--- src/rtl/slot_credit_ctrl_pkg.sv ---
// Shared types and default parameter values for the slot-machine credit controller.
// No logic; pure definitions.
// Imported by the controller top.
package slot_credit_ctrl_pkg;

  // Game sequencing states
  typedef enum logic [1:0] {
    S_IDLE   = 2'd0,
    S_SPIN   = 2'd1,
    S_SETTLE = 2'd2
  } state_t;

  localparam int DEF_BAL_W        = 11;
  localparam int DEF_BAL_MAX      = 999;
  localparam int DEF_NUM_DENOM    = 3;
  localparam int DEF_MULT_W       = 3;
  localparam int DEF_SPIN_TIMEOUT = 1023;

  // Slice 0 (LSBs) is switch 0: switch 0 = 5, switch 1 = 10, switch 2 = 20 credits
  localparam logic [DEF_NUM_DENOM*DEF_BAL_W-1:0] DEF_DENOM_VALS = {11'd20, 11'd10, 11'd5};

endpackage

--- src/rtl/slot_credit_ctrl_btn_edge.sv ---
// Rising-edge detector for one debounced button level.
// Latency: pulse is registered, one cycle after the level is first seen high.
// No backpressure: a held button yields exactly one pulse.
module slot_credit_ctrl_btn_edge (
  input  logic clk,
  input  logic reset,
  input  logic btn,
  output logic pulse
);

  logic prev;

  // Remember the previous level and flag a low-to-high transition
  always_ff @(posedge clk) begin
    if (reset) begin
      prev  <= 1'b0;
      pulse <= 1'b0;
    end else begin
      prev  <= btn;
      pulse <= btn & ~prev;
    end
  end

endmodule

--- src/rtl/slot_credit_ctrl.sv ---
// Credit/bet controller: balance, invested total, last win, and the bet -> spin -> settle sequence.
// Latency: button edge to action 2 cycles; result_valid to balance update 2 cycles; bet is combinational.
// No backpressure: button edges outside IDLE are dropped; a spin with no result refunds after SPIN_TIMEOUT cycles.
module slot_credit_ctrl
  import slot_credit_ctrl_pkg::*;
#(
  parameter int                            BAL_W        = DEF_BAL_W,
  parameter int                            BAL_MAX      = DEF_BAL_MAX,
  parameter int                            NUM_DENOM    = DEF_NUM_DENOM,
  parameter logic [NUM_DENOM*BAL_W-1:0]    DENOM_VALS   = DEF_DENOM_VALS,
  parameter int                            MULT_W       = DEF_MULT_W,
  parameter int                            SPIN_TIMEOUT = DEF_SPIN_TIMEOUT
) (
  input  logic                 gameClk,
  input  logic                 reset,
  input  logic                 add_btn,
  input  logic                 gamble_btn,
  input  logic                 cash_out_btn,
  input  logic [NUM_DENOM-1:0] denom_sel,
  input  logic                 result_valid,
  input  logic [MULT_W-1:0]    result_mult,
  output logic [BAL_W-1:0]     bet,
  output logic [BAL_W-1:0]     balance,
  output logic [BAL_W-1:0]     invested,
  output logic [BAL_W-1:0]     last_win,
  output logic                 spin_start,
  output logic                 busy,
  output logic                 bet_rejected,
  output logic                 spin_timeout
);

  // Bet sum needs enough headroom that adding every denomination cannot wrap
  localparam int SUM_W  = BAL_W + $clog2(NUM_DENOM + 1);
  localparam int PROD_W = BAL_W + MULT_W;
  localparam int CNT_W  = $clog2(SPIN_TIMEOUT + 1);

  localparam logic [BAL_W-1:0]  MAX_B    = BAL_W'(BAL_MAX);
  localparam logic [BAL_W:0]    MAX_W1   = (BAL_W + 1)'(BAL_MAX);
  localparam logic [SUM_W-1:0]  MAX_SUM  = SUM_W'(BAL_MAX);
  localparam logic [PROD_W-1:0] MAX_PROD = PROD_W'(BAL_MAX);
  // Timeout fires at the end of the SPIN_TIMEOUT-th cycle spent in SPIN
  localparam logic [CNT_W-1:0]  TO_LAST  = CNT_W'(SPIN_TIMEOUT - 1);

  state_t              state;
  logic [CNT_W-1:0]    spin_cnt;
  logic [BAL_W-1:0]    bet_lat;
  logic [MULT_W-1:0]   mult_lat;

  logic                add_edge;
  logic                gamble_edge;
  logic                cash_edge;

  logic [SUM_W-1:0]    bet_sum;
  logic [PROD_W-1:0]   prod;
  logic [BAL_W-1:0]    win;
  logic [BAL_W-1:0]    bal_addend;
  logic [BAL_W:0]      bal_sum;
  logic [BAL_W-1:0]    bal_sat;
  logic [BAL_W:0]      inv_sum;
  logic [BAL_W-1:0]    inv_sat;

  slot_credit_ctrl_btn_edge u_add_edge (
    .clk   (gameClk),
    .reset (reset),
    .btn   (add_btn),
    .pulse (add_edge)
  );

  slot_credit_ctrl_btn_edge u_gamble_edge (
    .clk   (gameClk),
    .reset (reset),
    .btn   (gamble_btn),
    .pulse (gamble_edge)
  );

  slot_credit_ctrl_btn_edge u_cash_edge (
    .clk   (gameClk),
    .reset (reset),
    .btn   (cash_out_btn),
    .pulse (cash_edge)
  );

  // Sum the credit values of all selected denomination switches
  always_comb begin
    bet_sum = '0;
    for (int i = 0; i < NUM_DENOM; i++) begin
      if (denom_sel[i]) begin
        bet_sum = bet_sum + SUM_W'(DENOM_VALS[i*BAL_W +: BAL_W]);
      end
    end
  end

  assign bet = (bet_sum > MAX_SUM) ? MAX_B : bet_sum[BAL_W-1:0];

  // Payout at full product width, clamped to the ceiling
  assign prod = PROD_W'(bet_lat) * PROD_W'(mult_lat);
  assign win  = (prod > MAX_PROD) ? MAX_B : prod[BAL_W-1:0];

  // One shared saturating adder for the balance: deposit in IDLE, refund in SPIN, payout in SETTLE
  always_comb begin
    case (state)
      S_SPIN:   bal_addend = bet_lat;
      S_SETTLE: bal_addend = win;
      default:  bal_addend = bet;
    endcase
  end

  assign bal_sum = {1'b0, balance} + {1'b0, bal_addend};
  assign bal_sat = (bal_sum > MAX_W1) ? MAX_B : bal_sum[BAL_W-1:0];
  assign inv_sum = {1'b0, invested} + {1'b0, bet};
  assign inv_sat = (inv_sum > MAX_W1) ? MAX_B : inv_sum[BAL_W-1:0];

  assign busy = (state != S_IDLE);

  // Game sequencer: credit registers, spin timer and single-cycle status pulses
  always_ff @(posedge gameClk) begin
    if (reset) begin
      state        <= S_IDLE;
      spin_cnt     <= '0;
      bet_lat      <= '0;
      mult_lat     <= '0;
      balance      <= '0;
      invested     <= '0;
      last_win     <= '0;
      spin_start   <= 1'b0;
      bet_rejected <= 1'b0;
      spin_timeout <= 1'b0;
    end else begin
      spin_start   <= 1'b0;
      bet_rejected <= 1'b0;
      spin_timeout <= 1'b0;
      case (state)
        S_IDLE: begin
          if (cash_edge) begin
            balance  <= '0;
            invested <= '0;
          end else if (add_edge) begin
            balance  <= bal_sat;
            invested <= inv_sat;
          end else if (gamble_edge) begin
            if ((bet != '0) && (balance >= bet)) begin
              balance    <= balance - bet;
              bet_lat    <= bet;
              spin_cnt   <= '0;
              spin_start <= 1'b1;
              state      <= S_SPIN;
            end else begin
              bet_rejected <= 1'b1;
            end
          end
        end
        S_SPIN: begin
          if (result_valid) begin
            mult_lat <= result_mult;
            state    <= S_SETTLE;
          end else if (spin_cnt == TO_LAST) begin
            balance      <= bal_sat;
            spin_timeout <= 1'b1;
            state        <= S_IDLE;
          end else begin
            spin_cnt <= spin_cnt + 1'b1;
          end
        end
        S_SETTLE: begin
          balance  <= bal_sat;
          last_win <= win;
          state    <= S_IDLE;
        end
        default: state <= S_IDLE;
      endcase
    end
  end

endmodule

--- config.mk ---
export PLATFORM = sky130hd
export DESIGN_NAME = slot_credit_ctrl
export DESIGN_NICKNAME = d
export VERILOG_FILES = /design/src/rtl/slot_credit_ctrl_pkg.sv /design/src/rtl/slot_credit_ctrl_btn_edge.sv /design/src/rtl/slot_credit_ctrl.sv
export SDC_FILE = /design/constraint.sdc
export NUM_CORES = 1
export LEC_CHECK = 0
export BUFFER_PORTS_ARGS = -buffer_cell sky130_fd_sc_hd__buf_4
export CAP_MARGIN = 0
export CELL_PAD_IN_SITES_DETAIL_PLACEMENT = 0
export CELL_PAD_IN_SITES_GLOBAL_PLACEMENT = 1
export CORE_MARGIN = 1.5
export CORE_UTILIZATION = 48
export CTS_BUF_LIST = sky130_fd_sc_hd__clkbuf_8
export DETAILED_ROUTE_END_ITERATION = 10
export PLACE_DENSITY_LB_ADDON = 0.1
export SLEW_MARGIN = 10
export SYNTH_ARGS = -nofsm -noshare
export SYNTH_HDL_FRONTEND = slang
export SYNTH_SLANG_ARGS = --single-unit
--- constraint.sdc ---
create_clock -name gameClk -period 9.4 [get_ports gameClk]
set_input_delay 0.94 -clock gameClk [delete_from_list [all_inputs] [get_ports gameClk]]
set_output_delay 0.94 -clock gameClk [all_outputs]
set_load 0.01 [all_outputs]
-- After elaboration in Yosys (flattened, before gate mapping)
Index checks and enable logic that the tools add are counted.
W data, S select, Z words.
- register bits after elaboration: 68
- latch bits: 0
- memory bits (writable): 0
- memory bits (read-only): 0
- input bits: 12
- logic and storage cells: 101
- memories: 0
- $add $sub $neg: 6
- multipliers: 1
- divide/modulo/power cells: 0
- order comparisons: 5
- equality and inequality tests: 13
- shift-type cells: 0
- mux-type cells: 34
- bitwise logic cells: 11
- reduce and logical (&&, ||, !) cells: 15
- operators with widths (cell ; number):
    $mux W11 ; 12
    $mux W10 ; 6
    $pmux W11 S3 ; 1
    $mux W13 ; 2
    $add A11 B11 Y12 ; 2
    $gt A12 B10 Y1 const B ; 2
    $pmux W11 S2 ; 1
    $pmux W10 S2 ; 1
    $reduce_and A5 Y1 ; 3
    $gt A14 B10 Y1 const B ; 1
    $mul A11 B3 Y14 ; 1
    $add A13 B4 Y13 const B ; 1
    $add A13 B5 Y13 const B ; 1
    $gt A13 B10 Y1 const B ; 1
    $mux W2 ; 6
    $ne A2 B2 Y1 const B ; 6
    $ge A11 B11 Y1 ; 1
    $reduce_bool A11 Y1 ; 1
    $sub A11 B11 Y11 ; 1
    $add A10 B1 Y10 const B ; 1
    $eq A10 B10 Y1 const B ; 1
    $not A1 Y1 ; 8
    $reduce_and A7 Y1 ; 1
    $reduce_bool A2 Y1 ; 3
    other kinds (16) ; 21

-- Depth between registers and ports, before layout
- depth after elaboration: 14
- depth in mapped cells: 19
- mapped depth without buffers: 19

-- Modules after synthesis
Synthesis repeated with hierarchy kept, for this count alone.
- cell total of the unflattened synthesis: 565
- area total of the unflattened synthesis: 4523.1 sq um
- modules (own cells, without submodules) (module ; instances ; cells an instance ; area an instance (sq um) ; sequential area each (sq um)):
    slot_credit_ctrl ; 1 ; 553 ; 4346.7 ; 1101.1
    slot_credit_ctrl_btn_edge ; 3 ; 4 ; 58.8 ; 40.0

-- Worst setup path after synthesis
OpenSTA, ideal clock, no wires.
- path kind: reg-to-reg
- from: register mult_lat[0]
- to: register balance[2]
- setup time: 0.116 ns
- data arrival time: 3.891 ns
- data required time: 9.284 ns
- path slack: 5.393 ns
- stages on the path, launching flop included: 19
- path buffers: 0
- period minus slack after synthesis: 4.007 ns
- path through: dfxtp_1 > and2_1 > fa_1 > ha_1 > fa_1 > a21oi_1 > nor2_1 > nor2_1 > xnor2_1 > nor2b_1 > ha_1 > a21o_1 > a21oi_1 > o21ai_1 > nor4_1 > nor2_1 > a31oi_1 > a2111oi_0 > a31o_2
- longest elaborated chain between the ends: 10
- elaborated cells on any way between the ends: 12
- ends and longest elaborated chain (item ; line ; RTL):
    start: declaration ; slot_credit_ctrl.sv:47 ; logic [MULT_W-1:0] mult_lat;
    start signal: assignment ; slot_credit_ctrl.sv:154 ; mult_lat <= result_mult;
    $mul A11 B3 Y14 (*) ; slot_credit_ctrl.sv:96 ; assign prod = PROD_W'(bet_lat) * PROD_W'(mult_lat);
    $gt A14 B10 Y1 ; slot_credit_ctrl.sv:97 ; assign win = (prod > MAX_PROD) ? MAX_B : prod[BAL_W-1:0];
    $mux W11 (*) ; slot_credit_ctrl.sv:97 ;
    $pmux W11 S2 (*) ; slot_credit_ctrl.sv:101 ; case (state)
    $add A11 B11 Y12 (*) ; slot_credit_ctrl.sv:108 ; assign bal_sum = {1'b0, balance} + {1'b0, bal_addend};
    $gt A12 B10 Y1 ; slot_credit_ctrl.sv:109 ; assign bal_sat = (bal_sum > MAX_W1) ? MAX_B : bal_sum[BAL_W-1:0];
    $mux W11 (*) ; slot_credit_ctrl.sv:109 ;
    $mux W11 (on tied branches) ; slot_credit_ctrl.sv:156, slot_credit_ctrl.sv:137 ;
    $mux W11 (on tied branches) ; slot_credit_ctrl.sv:153, slot_credit_ctrl.sv:134 ;
    $pmux W11 S3 (*) ; slot_credit_ctrl.sv:132 ; case (state)
    end signal: assignment ; slot_credit_ctrl.sv:138 ; balance <= bal_sat;
    end signal: assignment ; slot_credit_ctrl.sv:157 ; balance <= bal_sat;
    end signal: assignment ; slot_credit_ctrl.sv:165 ; balance <= bal_sat;
    end: declaration ; slot_credit_ctrl.sv:23 ; output logic [BAL_W-1:0] balance,
Every way passes the cells marked *; elsewhere a longest branch is shown, timed or not. The select of a mux whose other input is x is not followed.
A chain may end at the register's enable or synchronous reset.

-- Worst setup path after layout
- from: input denom_sel[1]
- to: register balance[7]
- longest elaborated chain between the ends: 12
- elaborated cells on any way between the ends: 22
- ends and longest elaborated chain (item ; line ; RTL):
    start: declaration ; slot_credit_ctrl.sv:19 ; input logic [NUM_DENOM-1:0] denom_sel,
    $mux W13 (*) ; slot_credit_ctrl.sv:87 ; if (denom_sel[i]) begin
    $add A13 B5 Y13 ; slot_credit_ctrl.sv:88 ; bet_sum = bet_sum + SUM_W'(DENOM_VALS[i*BAL_W +: BAL_W]);
    $mux W13 (*) ; slot_credit_ctrl.sv:87 ;
    $gt A13 B10 Y1 ; slot_credit_ctrl.sv:93 ; assign bet = (bet_sum > MAX_SUM) ? MAX_B : bet_sum[BAL_W-1:0];
    $mux W11 (*) ; slot_credit_ctrl.sv:93 ;
    $pmux W11 S2 ; slot_credit_ctrl.sv:101 ;
    $add A11 B11 Y12 ; slot_credit_ctrl.sv:108 ;
    $gt A12 B10 Y1 ; slot_credit_ctrl.sv:109 ;
    $mux W11 ; slot_credit_ctrl.sv:109 ;
    $mux W11 (on tied branches) ; slot_credit_ctrl.sv:156, slot_credit_ctrl.sv:137 ;
    $mux W11 (on tied branches) ; slot_credit_ctrl.sv:153, slot_credit_ctrl.sv:134 ;
    $pmux W11 S3 ; slot_credit_ctrl.sv:132 ;
Marked as above.

==> reports/results.tsv <==
stage	metric	value	unit
power	p_leak	2.21	nW
detailed_routing	ant_nets	0	
detailed_routing	wl_per_cell	15.8	µm
worst_setup_path	startpoint_type	input pin	
synthesis	synth.area.top_cells	dfxtp_1, ha_1, nor2_1	
floorplanning	rows	34	
clock_tree	cts-root-buf	clkbuf_8	
sta	setup_viol	0	
floorplanning	io_pins	60	
worst_setup_path	critical_path_class	in2reg	
cells_and_area	seq_area	1220	µm²
clock_tree	post_cts_resized	0	
placement	gp_congestion	0.903	
grt	grtUsageTotal	0.232	
synthesis	synth_edf_count	0	
synthesis	async_flop_share	0	
placement	placedInstanceArea	4800	µm²
worst_setup_path	required	9680	ps
sta	worst_pin_slew	1050	ps
worst_setup_path	worstReg2RegEnd	balance[2]	
cells_and_area	drive_gt1_frac	0.142	
synthesis	synth-main-ff-cell	dfxtp_1	
synthesis	syn_avg_cell_area	8.11	µm²
worst_setup_path	ff2ff_setup_slack	4930	ps
clock_tree	cts_buffer_depth	2	
status	violations	DRC	
worst_setup_path	crit_chain	buf_4, inv_1, o21ai_0, inv_1, ha_1, nand4_1, o41ai_1, o21a_1, nand2_1, a31oi_1, o311ai_0, a21oi_1	
worst_setup_path	cp_slowest_cell	o21ai_0	
placement	dp_hpwl	8060	µm
sta	slew_violations	0	
worst_setup_path	path_delay_family	compound AO/OA/AOI/OAI gates	
sta	hold_viol_final	0	
detailed_routing	drcViolationCount	4	
synthesis	ys_seq_area_frac	0.278	
synthesis	ys_seq_elements	61	
power	vdd_drop_max	0.0000949	V
synthesis	synth_top_cell_by_area	dfxtp_1	
clock_tree	cts_sinks	61	
hold_path	hp-class	reg2reg	
clock_tree	htree_num_levels	3	
cells_and_area	area_growth_syn_to_layout	13.5	%
clock_tree	cts_made_buffers	9	
synthesis	yosysWarningCount	0	
grt	grt_pass1_wl	18200	µm
worst_setup_path	cp_slowest_stage_delay	820	ps
cells_and_area	fill_cells	813	
clock_tree	cts_setup_buffers	0	
clock_tree	insertion_delay	340	ps
synthesis	synth_top_area_share	0.278	
power	powerDensity	227	nW/µm²
sta	rsz0062_at_grt	false	
placement	portBuffers	52	
cells_and_area	nets	639	
worst_setup_path	worstReg2RegStart	mult_lat[1]	
sta	relSlewSlack	0.294	
synthesis	synth.distinct_cells	65	
floorplanning	die_w	98.6	µm
worst_setup_path	critPathBufInv	3	
detailed_routing	routed-via-count	3930	
grt	grt_overflow	0	
floorplanning	start_util	0.498	
cells_and_area	multi_input_area	2930	µm²
worst_setup_path	reg2regPathDepth	18	
flow_run	maxCapViolCount	0	
hold_path	hold_depth	1	
sta	fin_tns_setup	0	ps
synthesis	synth_cells	541	
hold_path	min_from	u_gamble_edge.prev	
status	outcome	finished, violations left	
worst_setup_path	cp-end-kind	register	
sta	hold_ws	382	ps
grt	first_global_vias	3756	
worst_setup_path	cp_common_cell	inv_1	
worst_setup_path	cp.arrival	4820	ps
detailed_routing	drt_iter0_drc	145	
sta	fin_crit_sh	0.483	
cells_and_area	antenna_cells	0	
floorplanning	dieArea	9730	µm²
sta	fin_worst_skew	12.4	ps
floorplanning	die_y	98.6	µm
worst_setup_path	crit_path_max_fanout	11	
detailed_routing	wirelength	10900	µm
clock_tree	clkTransAtPathRegs	80	ps
clock_tree	hold_buffers	0	
detailed_routing	routed_via_density	5.66	
synthesis	syn_area	4390	µm²
detailed_routing	first_pass_iters	10	
grt	grt_max_degree	51	
grt	antenna_found_initial	0	
clock_tree	cts_tree	built	
floorplanning	core_area	8810	µm²
sta	fmax	220	MHz
sta	finalCriticalPeriod	4540	ps
cells_and_area	final_area	4980	µm²
hold_path	min_to	u_gamble_edge.pulse	
-- power breakdown --
part | internal [mW] | switching (mW) | leakage [nW]
Sequential | 0.292 | 0.0566 | 0.495
Clock | 0.115 | 0.106 | 0.0905
Combinational | 0.245 | 0.317 | 1.63
Total | 0.653 | 0.480 | 2.21
-- Yosys cell counts (3+ instances only) --
cell and instances:
nor4_1 5, o211ai_1 4, or3_1 4, a22oi_1 4, a311oi_2 4, nor2_1 62, nor3_1 6, clkbuf_1 14
and2_1 12, o21ai_0 19, ha_1 37, buf_4 9, inv_1 29, xnor2_1 19, a211oi_1 6, nor2b_1 12
o211a_1 3, buf_2 4, dfxtp_1 61, o21ai_1 4, mux2i_1 11, nand2b_1 10, nand2_1 45, a21o_1 11
xor2_1 11, o21a_1 8, nand3_1 14, a21oi_1 45, fa_1 8, o21bai_1 5, nand4_1 6, a31oi_1 8
-- worst max-delay path by stage --
stage,start,end,cells past startpoint
2_1_floorplan,mult_lat[0],balance[2],18
3_3_place_gp,denom_sel[1],balance[7],12
3_5_place_dp,denom_sel[1],balance[7],12
4_1_cts,denom_sel[1],balance[7],12
5_1_grt,mult_lat[0],balance[2],18
6_report,denom_sel[1],balance[7],12
-- flip-flops by register name (all words and copies together) (netlist names), 2 cells and up --
| name | cells |
|---|---|
| mult_lat | 3 |
| last_win | 9 |
| spin_cnt | 10 |
| balance | 11 |
| state | 2 |
| invested | 11 |
| bet_lat | 6 |
-- through the flow --
step	setup slack (ps)	total power, mW	cells	util
6_report	4860	1.13	694	0.566
5_1_grt	4410	1.22	694	0.566
4_1_cts	4870	1.13	694	0.566
3_5_place_dp	4520	0.908	679	0.545
3_3_place_gp	4500	0.906	679	0.545
2_1_floorplan	5390	0.759	547	-
-- per-layer routing --
layer  vias to the layer above  routed length [µm]  GRT usage
met5                         -                   0          0
li1                       1984                   -          -
met2                        97                5100      0.365
met4                         0                 167     0.0890
met3                        14                 480     0.0348
met1                      1835                5190      0.321
-- area by class of cell --
cell class / count / share of cell area
sequential: 61 / 0.245
inverter: 29 / 0.0218
clock inverter: 3 / 0.00402
timing repair buffer: 53 / 0.0799
multi-input combinational: 428 / 0.589
tap: 108 / 0.0271
clock buffer: 12 / 0.0331
-- cells in the final DEF (no fill, tap or decap), types with 5 or more instances in the layout --
| cell | synthesis | final |
|---|---|---|
| a31oi_1 | 8 | 8 |
| nor3_1 | 6 | 6 |
| nand2_1 | 45 | 45 |
| o21bai_1 | 5 | 5 |
| nand2b_1 | 10 | 10 |
| a211oi_1 | 6 | 6 |
| nand4_1 | 6 | 6 |
| nor2_1 | 62 | 62 |
| fa_1 | 8 | 8 |
| a21o_1 | 11 | 11 |
| clkbuf_8 | 0 | 12 |
| o21ai_0 | 19 | 19 |
| mux2i_1 | 11 | 11 |
| xor2_1 | 11 | 11 |
| and2_1 | 12 | 12 |
| dfxtp_1 | 61 | 61 |
| inv_1 | 29 | 29 |
| o21a_1 | 8 | 8 |
| buf_4 | 9 | 53 |
| nor4_1 | 5 | 5 |
| xnor2_1 | 19 | 19 |
| a21oi_1 | 45 | 45 |
| nand3_1 | 14 | 14 |
| ha_1 | 37 | 37 |
| nor2b_1 | 12 | 12 |
| conb_1 | 1 | 7 |
-- cell families after synthesis --
group | synth area share
AND/OR/NAND/NOR | 0.209
AO/OA/AOI/OAI | 0.227
flip-flops | 0.278
buffers and inverters | 0.0584
adder cells (fa/ha/maj) | 0.142
XOR/XNOR | 0.0599
multiplexers | 0.0251
other | 0.000854
Power figures use the tool's default switching activity.
